`src/rtl/mac_seq_pkg.sv`:
```
// Shared types for the multiply-add sequencing arbiter: FSM states, default width, id width.
package mac_seq_pkg;

  localparam int DW_DEF = 32;

  typedef enum logic [2:0] {
    IDLE   = 3'd0,
    SEND_A = 3'd1,
    SEND_B = 3'd2,
    SEND_C = 3'd3,
    WAIT   = 3'd4,
    RESP   = 3'd5
  } state_t;

  function automatic int id_w(input int n);
    return (n > 1) ? $clog2(n) : 1;
  endfunction

endpackage

```
`src/rtl/mac_seq_arbiter_rr_arbiter.sv`:
```
// Combinational round-robin pick: first requester at or after ptr, wrapping.
module rr_arbiter
  import mac_seq_pkg::*;
#(
  parameter int N_REQ = 4,
  parameter int IW    = id_w(N_REQ)
) (
  input  logic [N_REQ-1:0] req,
  input  logic [IW-1:0]    ptr,
  output logic [N_REQ-1:0] gnt,
  output logic [IW-1:0]    id,
  output logic             hit
);

  always_comb begin
    logic [IW-1:0] k;
    gnt = '0;
    id  = '0;
    hit = 1'b0;
    k   = '0;
    for (int i = 0; i < N_REQ; i++) begin
      k = IW'((int'(ptr) + i) % N_REQ);
      if (!hit && req[k]) begin
        hit    = 1'b1;
        gnt[k] = 1'b1;
        id     = k;
      end
    end
  end

endmodule

```
`src/rtl/mac_seq_arbiter.sv`:
```
// Round-robin sharing of one 3-beat a*b+c datapath with a ready/valid response channel.
// Optional MAC_SEQ_ARBITER_STATS_EN adds accepted-response counters stat_done/stat_timeout.
module mac_seq_arbiter
  import mac_seq_pkg::*;
#(
  parameter int  N_REQ   = 4,
  parameter int  DW      = DW_DEF,
  parameter int  TIMEOUT = 8,
  localparam int IW      = id_w(N_REQ)
) (
  input  logic                clk,
  input  logic                rst,
  input  logic [N_REQ-1:0]    req,
  input  logic [N_REQ*DW-1:0] op_a,
  input  logic [N_REQ*DW-1:0] op_b,
  input  logic [N_REQ*DW-1:0] op_c,
  output logic [N_REQ-1:0]    gnt,
  output logic                validi,
  output logic [DW-1:0]       data_in,
  input  logic                valido,
  input  logic [DW-1:0]       data_out,
  output logic                rsp_valid,
  input  logic                rsp_ready,
  output logic [IW-1:0]       rsp_id,
  output logic [DW-1:0]       rsp_data,
  output logic                rsp_err
`ifdef MAC_SEQ_ARBITER_STATS_EN
  ,
  output logic [31:0]         stat_done,
  output logic [31:0]         stat_timeout
`endif
);

  localparam int TW = $clog2(TIMEOUT + 1);

  state_t                       state;
  logic [IW-1:0]                ptr;
  logic [IW-1:0]                win_id;
  logic [N_REQ-1:0]             arb_gnt;
  logic                         arb_hit;
  logic [DW-1:0]                a_q, b_q, c_q;
  logic [TW-1:0]                timer;
  logic                         xfer;
  logic [N_REQ-1:0][DW-1:0]     a_v, b_v, c_v;

  assign a_v = op_a;
  assign b_v = op_b;
  assign c_v = op_c;

  rr_arbiter #(.N_REQ(N_REQ), .IW(IW)) u_rr (
    .req (req),
    .ptr (ptr),
    .gnt (arb_gnt),
    .id  (win_id),
    .hit (arb_hit)
  );

  // Grant is visible in the same cycle the request is seen; suppressed while reset is applied.
  assign gnt       = (state == IDLE && rst) ? arb_gnt : '0;
  assign validi    = (state == SEND_A) || (state == SEND_B) || (state == SEND_C);
  assign rsp_valid = (state == RESP);
  assign xfer      = rsp_valid && rsp_ready;

  always_comb begin
    case (state)
      SEND_A:  data_in = a_q;
      SEND_B:  data_in = b_q;
      SEND_C:  data_in = c_q;
      default: data_in = '0;
    endcase
  end

  always_ff @(posedge clk) begin
    if (!rst) begin
      state    <= IDLE;
      ptr      <= '0;
      a_q      <= '0;
      b_q      <= '0;
      c_q      <= '0;
      timer    <= '0;
      rsp_id   <= '0;
      rsp_data <= '0;
      rsp_err  <= 1'b0;
    end else begin
      case (state)
        IDLE: if (arb_hit) begin
          a_q    <= a_v[win_id];
          b_q    <= b_v[win_id];
          c_q    <= c_v[win_id];
          rsp_id <= win_id;
          ptr    <= (win_id == IW'(N_REQ - 1)) ? '0 : win_id + IW'(1);
          state  <= SEND_A;
        end
        SEND_A: state <= SEND_B;
        SEND_B: state <= SEND_C;
        SEND_C: begin
          timer <= '0;
          if (valido) begin
            rsp_data <= data_out;
            rsp_err  <= 1'b0;
            state    <= RESP;
          end else begin
            state    <= WAIT;
          end
        end
        // timer counts elapsed WAIT cycles; the last of TIMEOUT cycles still accepts valido
        WAIT: begin
          if (valido) begin
            rsp_data <= data_out;
            rsp_err  <= 1'b0;
            state    <= RESP;
          end else if (timer == TW'(TIMEOUT - 1)) begin
            rsp_data <= '0;
            rsp_err  <= 1'b1;
            state    <= RESP;
          end else begin
            timer    <= timer + TW'(1);
          end
        end
        RESP: if (rsp_ready) state <= IDLE;
        default: state <= IDLE;
      endcase
    end
  end

`ifdef MAC_SEQ_ARBITER_STATS_EN
  always_ff @(posedge clk) begin
    if (!rst) begin
      stat_done    <= '0;
      stat_timeout <= '0;
    end else if (xfer) begin
      if (rsp_err) stat_timeout <= stat_timeout + 32'd1;
      else         stat_done    <= stat_done + 32'd1;
    end
  end
`else
  logic unused_xfer;
  assign unused_xfer = xfer;
`endif

endmodule

```
`config.mk`:
```
export PLATFORM = sky130hd
export DESIGN_NAME = mac_seq_arbiter
export DESIGN_NICKNAME = d
export VERILOG_FILES = /design/src/rtl/mac_seq_pkg.sv /design/src/rtl/mac_seq_arbiter_rr_arbiter.sv /design/src/rtl/mac_seq_arbiter.sv
export SDC_FILE = /design/constraint.sdc
export NUM_CORES = 1
export LEC_CHECK = 0
export BUFFER_PORTS_ARGS = -buffer_cell sky130_fd_sc_hd__buf_4
export CAP_MARGIN = 0
export CORE_AREA = 2 2 196 198
export CTS_CLUSTER_SIZE = 24
export DETAILED_ROUTE_END_ITERATION = 12
export DIE_AREA = 0 0 198 200
export GPL_TIMING_DRIVEN = 0
export PLACE_DENSITY_LB_ADDON = 0.25
export SLEW_MARGIN = 10
export SYNTH_ARGS = -nofsm -noshare
export SYNTH_HDL_FRONTEND = slang
export SYNTH_SLANG_ARGS = --single-unit
```
`constraint.sdc`:
```
create_clock -name clk -period 4.55 [get_ports clk]
set_clock_uncertainty 0.05 [all_clocks]
set_input_delay 0.6825 -clock clk [delete_from_list [all_inputs] [get_ports clk]]
set_output_delay 0.6825 -clock clk [all_outputs]
set_load 0.05 [all_outputs]
```
==> results.py <==
metrics = {
    "floorplanning": {
        "initial_core_util_pct": 22.7,
        "die_w_um": 198,
        "core_sq_um": 37400,
        "die_y_um": 200,
        "pin_count": 497,
        "row_count": 71,
        "die_area_sq_um": 39600,
    },
    "clock_network": {
        "clk_pin_slew_ns": 0.07,
        "clockRootBuffer": "clkbuf_16",
        "htreeDepth": 4,
        "ctsHoldBuffers": 0,
        "cts.sinks": 140,
        "cts_inserted_buffers": 17,
        "cts_tree": "done",
        "cts_max_path_buffers": 2,
        "insertion_delay_ns": 0.42,
    },
    "synthesis": {
        "synth_area_sq_um": 8480,
        "synth_cell_types": 38,
        "synth_cells": 950,
        "avgSynthCellArea_sq_um": 8.92,
        "syn_nets": 1383,
        "synth_warnings": 0,
        "ys_seq_area_share_pct": 33.1,
        "ys_seq_elements": 140,
    },
    "worst_setup_path": {
        "slowest_stage": "mux4_2",
        "cp_num_buf_inv": 6,
        "r2r_cells": 13,
        "critical_path.cell_chain": "buf_2, inv_1, ha_1, buf_4, mux4_2, nor2b_1, o31ai_1, o21ai_0, buf_2, clkbuf_4, buf_2, mux2i_1, o221ai_1",
        "critPathKind": "reg -> reg",
        "r2r_slack_ns": 0.28,
        "timing.rr.start": "ptr[0]$_SDFFE_PN0P_",
        "cpLargestDelayFamily": "buffers and inverters",
        "cpMostUsedCell": "buf_2",
        "start_kind": "register",
        "rr_endpoint": "c_q[2]$_SDFFE_PN0P_",
        "cp.arrival_ns": 4.50,
        "critPathMaxFanout": 10,
        "cp_slowest_stage_delay_ns": 0.60,
        "cp-end-kind": "register",
        "cp.required_ns": 4.78,
    },
    "sta": {
        "hold_violations": 0,
        "timing.final.crit_share_pct": 93.9,
        "setup_viol": 0,
        "whs_ns": 0.410,
        "final_max_slew_viol_count": 0,
        "fmax_mhz": 234,
        "rsz0062_at_grt": "false",
        "fin_tns_setup_ns": 0,
        "layout_min_cycle_time_ns": 4.27,
        "worstMarginPinSlew_ns": 0.907,
        "relSlewSlack_pct": 39.5,
    },
    "finish": {
        "fillers": 3985,
        "multi_input_comb_area_sq_um": 5240,
        "areaGrowthSynthToFinish_pct": 57.9,
        "num-nets-final": 1894,
        "final-seq-area_sq_um": 2800,
        "fin_util_pct": 35.8,
        "drive_gt1_share_pct": 40.5,
        "layout_commonest_cell": "buf_4",
        "layout_common_cells": "495 x buf_4, 197 x mux2i_1, 150 x nand2_1, 140 x dfxtp_1, 95 x o221ai_1",
    },
    "min_path": {
        "whs_path_depth": 2,
        "worstHoldEndpoint": "rsp_data[31]$_SDFFE_PN0P_",
        "hold_path.class": "reg -> reg",
        "worstHoldStart": "rsp_data[31]$_SDFFE_PN0P_",
    },
    "global_route": {
        "antenna_found_initial": 3,
        "first_global_vias": 9454,
        "grt_overflow": 0,
        "grt_pass1_wl_um": 59200,
        "grt_use_total_pct": 20.6,
        "grt_max_degree": 17,
    },
    "routing": {
        "drc": 0,
        "avgViaCountPerCell": 4.71,
        "antenna_left": 0,
        "drtIter0Drc": 346,
        "first_pass_iters": 6,
        "drt-total-wl_um": 42100,
        "wl_per_cell_um": 21.2,
        "num_vias": 9363,
    },
    "power_and_ir_drop": {
        "power.density_nw_per_um2": 516,
        "irDropWorstVdd_mv": 0.225,
        "power_mw": 6.91,
        "p_leak_nw": 5.96,
    },
    "status": {
        "status": "finished clean",
    },
    "placement": {
        "gp_congestion": 0.825,
        "portBuffers": 492,
        "place_hpwl_um": 33900,
    },
    "run": {
        "maxCapViolations": 0,
    },
}
Yosys cell counts:
master     number  area, sq um
a211oi_2        1         12.5
mux2_2         33          372
and3_1          1         6.26
a22oi_1        32          240
a21oi_1        21          105
o221ai_1       95          832
o221ai_2        1         15.0
dfxtp_1       140         2800
o22ai_1         1         6.26
buf_4           3         22.5
nand2_1       150          563
nand3_1        33          165
and2_1          4         25.0
nor2b_1         9         56.3
o31ai_2         1         12.5
o211ai_1        1         7.51
o21a_1          2         15.0
buf_2          26          130
nor3b_1         6         45.0
buf_1           8         30.0
buf_6           5         56.3
inv_1           3         11.3
o21ai_0         8         40.0
clkbuf_1       51          191
mux4_2          2         45.0
or4_1           1         7.51
nor3_1          4         20.0
nor2_1         54          203
nor4_1          1         6.26
nand2b_1        4         25.0
a2bb2oi_1       1         8.76
o31ai_1         3         22.5
o211a_1         2         20.0
a21boi_0       33          248
ha_1            9          113
nand3b_1        2         15.0
o21ai_1         2         10.0
mux2i_1       197         1970
what timing repair did:
| item | CTS | global route |
|---|---|---|
| setup buffers | 0 | 0 |
| endpoints found under the setup margin | 1 | 34 |
| gates resized for setup | 1 | 3 |
cells by family after synthesis:
kind of cell	Yosys count	synth area share (%)
compound gates	204	18.8
flops	140	33.1
buf+inv	96	5.21
fa+ha+maj	9	1.33
mux	232	28.2
simple gates	269	13.4
worst max-delay path by stage:
stage / from / endpoint / cells after the start / slack (ns)
floorplan: ptr[0]$_SDFFE_PN0P_ / gnt[0] / 10 / 0.77
global route: ptr[0]$_SDFFE_PN0P_ / a_q[1]$_SDFFE_PN0P_ / 13 / 0.009
global placement: ptr[0]$_SDFFE_PN0P_ / c_q[5]$_SDFFE_PN0P_ / 11 / 0.05
finish: ptr[0]$_SDFFE_PN0P_ / c_q[2]$_SDFFE_PN0P_ / 13 / 0.28
CTS: ptr[0]$_SDFFE_PN0P_ / b_q[16]$_SDFFE_PN0P_ / 13 / 0.11
detailed placement: ptr[0]$_SDFFE_PN0P_ / c_q[5]$_SDFFE_PN0P_ / 11 / 0.02
metal layers:
layer  vias to the layer above  track usage [%]  part of all wire, %
li1                       4554                -                    -
met1                      4437             25.2                   42
met2                       335             37.3                   51
met3                        33             4.33                  5.8
met4                         4             4.51                  1.2
met5                         -                0                0.074
metrics by stage:
stage / setup WS [ns] / instance area (sq um) / cells
global placement: 0.0529 / 12800 / 1953
CTS: 0.108 / 13400 / 1985
detailed placement: 0.0150 / 12800 / 1953
global route: 0.00932 / 13400 / 1986
floorplan: 0.765 / 8480 / 950
finish: 0.279 / 13400 / 1986
report_power, final:
group / switching [mW] / internal [mW] / total (mW)
clock: 0.624 / 0.765 / 1.39
combinational: 2.18 / 1.53 / 3.71
sequential: 0.234 / 1.58 / 1.81
total: 3.03 / 3.87 / 6.91
sequential cells by signal, summed over array words and instances, names as in the netlist:
register / cells
b_q: 32
a_q: 32
c_q: 32
rsp_err: 1
rsp_data: 32
state: 3
rsp_id: 2
ptr: 2
timer: 4
worst register-to-register path: cells and delay by family, from the launching register on:
family                     cells  cell delay (ns)
DFF                            1             0.51
muxes                          2             0.98
AOI/OAI and AO/OA              3             0.36
buffers and inverters          6             1.59
and+or+nand+nor                1             0.34
adders and majority gates      1             0.30
cell type report:
type | instances | share of cell area [%]
multi-input cells | 714 | 39.1
repair buffers | 492 | 27.6
flip-flops and latches | 140 | 20.9
well taps | 511 | 4.77
plain buffers | 93 | 3.26
clock buffers | 18 | 3.21
clock inverters | 14 | 1.03
inverters | 3 | 0.0841
diodes | 1 | 0.0187
Note: power is estimated with default switching activity, not from simulation.
